==> src/rtl/mmio_sim_responder.sv <==
// mmio_sim_responder
//   Simulation-side MMIO responder beside the core under test. It answers
//   single-outstanding uncached loads and stores to a small register window.
//   The window provides a console byte FIFO, a tohost exit register, a 64-bit
//   cycle counter with a high-word shadow, and an optional watchdog. The
//   done/pass/timeout/exit_code outputs let the sim top end on program exit.
// Ports
//   clock, reset                 rising-edge clock; asynchronous active-low reset
//   req_valid/ready/write/addr/wdata/wstrb
//                                request channel (valid/ready)
//   rsp_valid/ready/rdata/error  response channel, held until rsp_ready
//   con_valid/ready/data         console FIFO head, popped on valid && ready
//   done, pass, timeout          sticky end-of-run flags
//   exit_code                    tohost exit code (all ones on watchdog)
module mmio_sim_responder #(
  parameter int unsigned ADDR_W         = 8,
  parameter int unsigned FIFO_DEPTH     = 16,
  parameter int unsigned TIMEOUT_CYCLES = 0
) (
  input  logic              clock,
  input  logic              reset,
  input  logic              req_valid,
  output logic              req_ready,
  input  logic              req_write,
  input  logic [ADDR_W-1:0] req_addr,
  input  logic [31:0]       req_wdata,
  input  logic [3:0]        req_wstrb,
  output logic              rsp_valid,
  input  logic              rsp_ready,
  output logic [31:0]       rsp_rdata,
  output logic              rsp_error,
  output logic              con_valid,
  input  logic              con_ready,
  output logic [7:0]        con_data,
  output logic              done,
  output logic              pass,
  output logic              timeout,
  output logic [30:0]       exit_code
);

  localparam int unsigned PTR_W  = $clog2(FIFO_DEPTH);
  localparam int unsigned CNT_W  = PTR_W + 1;
  localparam int unsigned WORD_W = ADDR_W - 2;

  localparam logic [WORD_W-1:0] W_CONSOLE = WORD_W'(0);
  localparam logic [WORD_W-1:0] W_STATUS  = WORD_W'(1);
  localparam logic [WORD_W-1:0] W_TOHOST  = WORD_W'(2);
  localparam logic [WORD_W-1:0] W_CYC_LO  = WORD_W'(3);
  localparam logic [WORD_W-1:0] W_CYC_HI  = WORD_W'(4);

  typedef enum logic {S_IDLE, S_RESP} state_t;

  state_t             state_q, state_d;
  logic [31:0]        rsp_rdata_q, rsp_rdata_d;
  logic               rsp_error_q, rsp_error_d;
  logic [7:0]         fifo_mem_q [FIFO_DEPTH];
  logic [7:0]         fifo_mem_d [FIFO_DEPTH];
  logic [PTR_W-1:0]   wr_ptr_q, wr_ptr_d;
  logic [PTR_W-1:0]   rd_ptr_q, rd_ptr_d;
  logic [CNT_W-1:0]   count_q, count_d;
  logic [63:0]        cycle_q, cycle_d;
  logic [31:0]        shadow_q, shadow_d;
  logic               done_q, done_d;
  logic               pass_q, pass_d;
  logic               timeout_q, timeout_d;
  logic [30:0]        exit_code_q, exit_code_d;

  logic               accept;
  logic               fifo_full;
  logic               fifo_empty;
  logic               push;
  logic               pop;
  logic               watchdog_hit;
  logic [WORD_W-1:0]  word;
  logic [31:0]        dec_rdata;
  logic               dec_error;
  logic               dec_push;
  logic               dec_exit;
  logic               dec_snap;
  logic               unused_addr_bits;

  always_comb begin
    word             = req_addr[ADDR_W-1:2];
    unused_addr_bits = ^req_addr[1:0];
    accept           = req_valid && (state_q == S_IDLE);
    fifo_full        = (count_q == CNT_W'(FIFO_DEPTH));
    fifo_empty       = (count_q == '0);
    pop              = !fifo_empty && con_ready;
    watchdog_hit     = (TIMEOUT_CYCLES != 0) && !done_q &&
                       (cycle_q == (64'(TIMEOUT_CYCLES) - 64'd1));
  end

  // Address decode: response data/error plus the side effect the access
  // would cause; effects only take place when the request is accepted.
  always_comb begin
    dec_rdata = '0;
    dec_error = 1'b0;
    dec_push  = 1'b0;
    dec_exit  = 1'b0;
    dec_snap  = 1'b0;
    case (word)
      W_CONSOLE: begin
        if (req_write) begin
          // Full is judged before any same-cycle pop, so a push to a full
          // FIFO is always rejected.
          if (!req_wstrb[0] || fifo_full) dec_error = 1'b1;
          else                            dec_push  = 1'b1;
        end
      end
      W_STATUS: begin
        if (req_write) dec_error = 1'b1;
        else           dec_rdata = {16'b0, 8'(count_q), 6'b0, fifo_full, fifo_empty};
      end
      W_TOHOST: begin
        if (req_write) begin
          if (req_wstrb != 4'hF) dec_error = 1'b1;
          else                   dec_exit  = req_wdata[0] && !done_q;
        end else begin
          dec_rdata = {exit_code_q, done_q};
        end
      end
      W_CYC_LO: begin
        if (req_write) begin
          dec_error = 1'b1;
        end else begin
          dec_rdata = cycle_q[31:0];
          dec_snap  = 1'b1;
        end
      end
      W_CYC_HI: begin
        if (req_write) dec_error = 1'b1;
        else           dec_rdata = shadow_q;
      end
      default: dec_error = 1'b1;
    endcase
  end

  // Next-state logic
  always_comb begin
    state_d = state_q;
    case (state_q)
      S_IDLE:  if (req_valid) state_d = S_RESP;
      S_RESP:  if (rsp_ready) state_d = S_IDLE;
      default: state_d = S_IDLE;
    endcase
  end

  // Datapath next-state
  always_comb begin
    push        = accept && dec_push;
    rsp_rdata_d = rsp_rdata_q;
    rsp_error_d = rsp_error_q;
    fifo_mem_d  = fifo_mem_q;
    wr_ptr_d    = wr_ptr_q;
    rd_ptr_d    = rd_ptr_q;
    count_d     = count_q;
    cycle_d     = cycle_q;
    shadow_d    = shadow_q;
    done_d      = done_q;
    pass_d      = pass_q;
    timeout_d   = timeout_q;
    exit_code_d = exit_code_q;

    if (accept) begin
      rsp_rdata_d = dec_rdata;
      rsp_error_d = dec_error;
      if (dec_snap) shadow_d = cycle_q[63:32];
    end

    if (push) begin
      fifo_mem_d[wr_ptr_q] = req_wdata[7:0];
      wr_ptr_d             = wr_ptr_q + 1'b1;
    end
    if (pop) rd_ptr_d = rd_ptr_q + 1'b1;
    case ({push, pop})
      2'b10:   count_d = count_q + 1'b1;
      2'b01:   count_d = count_q - 1'b1;
      default: count_d = count_q;
    endcase

    if (!done_q) cycle_d = cycle_q + 64'd1;

    // A tohost exit in the same cycle as the watchdog limit takes priority.
    if (accept && dec_exit) begin
      done_d      = 1'b1;
      exit_code_d = req_wdata[31:1];
      pass_d      = (req_wdata[31:1] == '0);
    end else if (watchdog_hit) begin
      done_d      = 1'b1;
      timeout_d   = 1'b1;
      pass_d      = 1'b0;
      exit_code_d = '1;
    end
  end

  always_ff @(posedge clock or negedge reset) begin
    if (!reset) begin
      state_q     <= S_IDLE;
      rsp_rdata_q <= '0;
      rsp_error_q <= 1'b0;
      fifo_mem_q  <= '{default: '0};
      wr_ptr_q    <= '0;
      rd_ptr_q    <= '0;
      count_q     <= '0;
      cycle_q     <= '0;
      shadow_q    <= '0;
      done_q      <= 1'b0;
      pass_q      <= 1'b0;
      timeout_q   <= 1'b0;
      exit_code_q <= '0;
    end else begin
      state_q     <= state_d;
      rsp_rdata_q <= rsp_rdata_d;
      rsp_error_q <= rsp_error_d;
      fifo_mem_q  <= fifo_mem_d;
      wr_ptr_q    <= wr_ptr_d;
      rd_ptr_q    <= rd_ptr_d;
      count_q     <= count_d;
      cycle_q     <= cycle_d;
      shadow_q    <= shadow_d;
      done_q      <= done_d;
      pass_q      <= pass_d;
      timeout_q   <= timeout_d;
      exit_code_q <= exit_code_d;
    end
  end

  // Outputs
  always_comb begin
    req_ready = (state_q == S_IDLE);
    rsp_valid = (state_q == S_RESP);
    rsp_rdata = rsp_rdata_q;
    rsp_error = rsp_error_q;
    con_valid = !fifo_empty;
    con_data  = fifo_empty ? 8'h00 : fifo_mem_q[rd_ptr_q];
    done      = done_q;
    pass      = pass_q;
    timeout   = timeout_q;
    exit_code = exit_code_q;
  end

endmodule

==> config.mk <==
export PLATFORM = sky130hd
export DESIGN_NAME = mmio_sim_responder
export DESIGN_NICKNAME = d
export VERILOG_FILES = /design/src/rtl/mmio_sim_responder.sv
export SDC_FILE = /design/constraint.sdc
export NUM_CORES = 1
export LEC_CHECK = 0
export BUFFER_PORTS_ARGS = -buffer_cell sky130_fd_sc_hd__buf_2
export CAP_MARGIN = 25
export CORE_MARGIN = 1.5
export CORE_UTILIZATION = 50
export DETAILED_ROUTE_END_ITERATION = 10
export HOLD_SLACK_MARGIN = 0.05
export PLACE_DENSITY = 0.71
export SLEW_MARGIN = 15
export SYNTH_ARGS = -nofsm -noshare
export SYNTH_HDL_FRONTEND = slang
export SYNTH_SLANG_ARGS = --single-unit
==> constraint.sdc <==
create_clock -name clock -period 2.7 [get_ports clock]
set_clock_uncertainty 0.2 [all_clocks]
set_input_delay 0 -clock clock [delete_from_list [all_inputs] [get_ports clock]]
set_output_delay 0 -clock clock [all_outputs]
set_load 0.02 [all_outputs]
==> results by group <==
Floorplanning
  – Full die area: slightly below 0.03 mm^2
  – Initial Util: just over 50%
  – Number of I/O pins: 128
  – Height of the die: 170 um
  – Horizontal extent of the die: 170 um
  – Floorplan Core Area: 0.0272 mm^2
  – Number of rows in the core area: 60

Timing
  – Number of hold violations in the final report: 0
  – Post-layout minimum cycle time: 2.58 ns
  – Maximum operating frequency: 0.387 GHz
  – Final Worst Setup Slack: around 0.12 ns
  – Min Hold Slack: 0.0694 ns
  – Total setup violations reported at the end of the flow: 0
  – Slew margin rel.: 54.0%
  – Slew at the pin closest to its max-slew limit: slightly below 0.7 ns
  – Number of pins with negative max-slew slack in the final report: 0
  – Final period utilization: between 90% and 100%

Hold path
  – Worst hold path stage count: 3
  – End point of the worst hold path: exit_code[18]
  – Hold wc startpoint: req_wdata[19]
  – Class of the tightest hold or removal check: input pin to register

Power
  – Worst VDD drop: 0.502 mV
  – Leakage power total: a little over 8 nW
  – Pwr Density: 663 mW/mm^2

Synth
  – Xor/xnor cell area share of the yosys netlist: 4.77%
  – Synthesis-stage register bit count: 304
  – Yosys top cell by area: sky130_fd_sc_hd__dfrtp_1
  – Netlist area before placement: 0.0139 mm^2
  – Proportion of netlist area held by the largest area contributor: around 55%
  – Most instantiated flip-flop cell in the synthesis netlist: sky130_fd_sc_hd__dfrtp_1
  – Most used standard cell by instance count after synthesis: sky130_fd_sc_hd__dfrtp_1
  – Synthesized-area fraction occupied by ao, oa, aoi and oai cells: 5.31%
  – Adder and majority cell fraction of the synthesized area: less than 1%
  – Basic-gate share of the synthesized area counting and, or, nand and nor cells: about a tenth
  – Fraction of registers with async set or reset after synthesis: 100%
  – Synth top area cells: sky130_fd_sc_hd__dfrtp_1 55%, sky130_fd_sc_hd__mux2_2 16%, sky130_fd_sc_hd__mux4_2 5.2%
  – Post-Syn Nets: ~1100
  – Top cells by instance count after synthesis: 304 x sky130_fd_sc_hd__dfrtp_1, 200 x sky130_fd_sc_hd__mux2_2, 67 x sky130_fd_sc_hd__nand2_1
  – Post-Syn Area per Cell: between 10 and 15 um^2
  – Proportion of synthesized area in mux cells: between 20% and 30%
  – Post-synth cell types: 50
  – Seq/Total Area, Yosys: 54.6%
  – Gate count after technology mapping: approximately 1100
  – Number of warning messages in the yosys log: 0
  – Dominant combinational cell family by area after synthesis: multiplexers
  – Number of synthesized flops with an enable pin: 0

CTS
  – Number of buffers on the longest clock path: 3
  – Number of buffers created by CTS: 34
  – Clock tree from TritonCTS: yes
  – Root Buffer Master: sky130_fd_sc_hd__clkbuf_16
  – Sinks on the clock net: 304
  – Number of H-tree levels: 2
  – Worst-skew pair later-pin latency: around 0.52 ns
  – Clock input transition at the sequential cells of the worst setup and hold paths: roughly 0.060 ns

Critical path
  – CP cell instances: nand3b_1 > nor3_2 > and4_2 > inv_4 > ha_4 > xor2_1 > ha_2 > o211ai_1 > a21oi_1 > a31oi_1 > nor2_1 > xor2_1
  – Worst-path cell with the longest stage delay: sky130_fd_sc_hd__dfrtp_2
  – Maximum fanout along the worst path: 7
  – Number of buffers and inverters on the critical path: 1
  – Endpoint of the worst register-to-register path: count_q[4]
  – Critical register-to-register path startpoint: rsp_valid
  – Data required time of the critical path: 2.88 ns
  – Worst reg-to-reg path cell count: 12
  – Top delay family on crit path: simple AND/OR/NAND/NOR gates
  – Most repeated library cell on the critical path: sky130_fd_sc_hd__xor2_1
  – Sort of element at the start of the critical path: register
  – Data arrival time of the critical path: about 2.8 ns
  – R2R setup slack: 0.12 ns
  – Slowest cell delay on critical path: 0.41 ns
  – Endpoint type of the worst setup path: register
  – Critical Setup Path Class: register to register

Cells and area
  – Layout-stage area growth over the synthesis result: 19.4%
  – Diode count: 0
  – # fillers: roughly 2100
  – Non-filler cells, final: roughly 1600
  – Number of nets at the end of the flow: 1283
  – Proportion of layout cells with a drive suffix above 1: 38.3%

Routing
  – Detail-routed net length per standard cell: 21.3 um
  – Total iterations of the first detailed-routing run: 7
  – Drt first-iter violations: 766
  – DR DRC count: 0
  – Avg Vias per Cell: 5.81
  – Final routed wirelength across all metal layers: 34400 um
  – Count of antenna-violating nets left after detailed routing: 0
  – Vias after detailed routing: ~9400

Global routing
  – Pin count of the biggest net entering global routing: 82
  – Global router's overall resource usage: ~25%
  – Total grt overflow: 0
  – First-pass GRT wire length: 54500 um
  – Vias in the first global route: 9432
  – Antenna violations before repair: 0

Placed design
  – Pre-CTS setup slack: 0.0535 ns
  – Placed Instances: 1507
  – Placed wire-length estimate: 22700 um
  – Buffers added on ports: around 120
  – Final RePlAce weighted congestion: 0.823

Job
  – Count of maximum capacitance violations: 0

Status
  – Run status: completed
sequential cells by signal (all words and copies together), names as in the netlist:
register    flops
shadow_q       32
rd_ptr_q        4
done            1
rsp_rdata      32
fifo_mem_q    128
rsp_error       1
count_q         5
exit_code      31
rsp_valid       1
wr_ptr_q        4
cycle_q        64
pass            1
timing repair:
action,CTS,global route
setup endpoints to repair,0,1
setup buffers,0,4
hold endpoints to repair,530,0
gates resized for setup,0,3
hold buffers,48,0
cells in the final DEF (no fill, tap or decap), types with 3 or more instances in the layout:
cell,netlist,final
sky130_fd_sc_hd__nand2b_1,4,4
sky130_fd_sc_hd__o21ai_0,37,37
sky130_fd_sc_hd__inv_1,15,14
sky130_fd_sc_hd__dfrtp_1,304,301
sky130_fd_sc_hd__nor3_1,22,21
sky130_fd_sc_hd__nand4_1,17,17
sky130_fd_sc_hd__nor4_2,4,3
sky130_fd_sc_hd__clkbuf_8,0,3
sky130_fd_sc_hd__buf_2,14,123
sky130_fd_sc_hd__nand4_2,4,4
sky130_fd_sc_hd__nand3_2,13,13
sky130_fd_sc_hd__a21oi_1,12,12
sky130_fd_sc_hd__dfrtp_2,0,3
sky130_fd_sc_hd__buf_12,0,6
sky130_fd_sc_hd__ha_1,10,8
sky130_fd_sc_hd__buf_4,5,27
sky130_fd_sc_hd__and4_1,4,3
sky130_fd_sc_hd__nor2b_1,9,9
sky130_fd_sc_hd__nand2_1,67,67
sky130_fd_sc_hd__nor4_4,2,3
sky130_fd_sc_hd__nand3_1,21,21
sky130_fd_sc_hd__a222oi_1,30,30
sky130_fd_sc_hd__nand4_4,4,4
sky130_fd_sc_hd__dlygate4sd3_1,0,48
sky130_fd_sc_hd__clkinv_2,0,3
sky130_fd_sc_hd__nor2_1,29,28
sky130_fd_sc_hd__mux4_2,32,32
sky130_fd_sc_hd__clkbuf_16,0,35
sky130_fd_sc_hd__xnor2_1,35,35
sky130_fd_sc_hd__mux2_2,200,200
sky130_fd_sc_hd__and3_1,11,11
sky130_fd_sc_hd__bufinv_16,0,3
sky130_fd_sc_hd__a22oi_1,19,19
sky130_fd_sc_hd__xor2_1,41,41
sky130_fd_sc_hd__clkbuf_1,34,9
sky130_fd_sc_hd__nor4_1,15,15
worst max-delay path by stage:
stage | cells past startpoint | slack (ns) | endpoint | from
final | 12 | 0.12 | count_q[4] | rsp_valid
after global routing | 12 | -0.005 | count_q[4] | rsp_valid
after CTS | 12 | 0.04 | count_q[4] | rsp_valid
after detailed placement | 12 | 0.05 | count_q[4] | rsp_valid
after global placement | 12 | 0.08 | count_q[4] | rsp_valid
after floorplan | 15 | -0.03 | count_q[4] | rsp_valid
worst min-delay path, stage by stage:
cell and delay, ns:
sky130_fd_sc_hd__dlygate4sd3_1 0.51, sky130_fd_sc_hd__buf_2 0.11, sky130_fd_sc_hd__mux2_2 0.13
cell families after synthesis:
logic type / after synthesis
DFF: 304
and+or+nand+nor: 238
muxes: 233
AOI/OAI and AO/OA: 105
buffers and inverters: 85
xor gates and xnor gates: 76
adders and majority gates: 10
other: 1
cell type report:
type / count / area, um^2 / area share [%]
Multi-Input combinational cell: 663 / 5980 / 35.9
Timing Repair Buffer: 205 / 1430 / 8.62
Tap cell: 372 / 465 / 2.80
Clock inverter: 9 / 146 / 0.880
Inverter: 15 / 58.8 / 0.353
Sequential cell: 304 / 7610 / 45.7
Clock buffer: 47 / 951 / 5.71
per-stage QoR:
stage               TNS [ns]  instance area, um^2  util, %  total power [mW]
floorplan            -0.0302                14000        -              5.94
global placement           0                15000     55.3              6.45
detailed placement         0                15000     55.3              6.48
CTS                        0                16600     61.1              11.1
global route        -0.00487                16600     61.2              11.5
finish                     0                16600     61.2              11.0
power breakdown:
group | total, mW | switching (mW) | internal [mW]
Sequential | 4.88 | 0.179 | 4.70
Clock | 4.56 | 1.80 | 2.75
Combinational | 1.59 | 0.915 | 0.676
Total | 11.0 | 2.90 | 8.13
metal layers:
| layer | global-route usage, % | wire (um) | vias to the layer above |
|---|---|---|---|
| met4 | 6.23 | 703 | 0 |
| li1 | - | - | 4202 |
| met5 | 0 | 0 | - |
| met2 | 39.1 | 16200 | 290 |
| met1 | 35.3 | 15500 | 4851 |
| met3 | 4.42 | 1920 | 42 |
(Power assumes the default switching activity.)
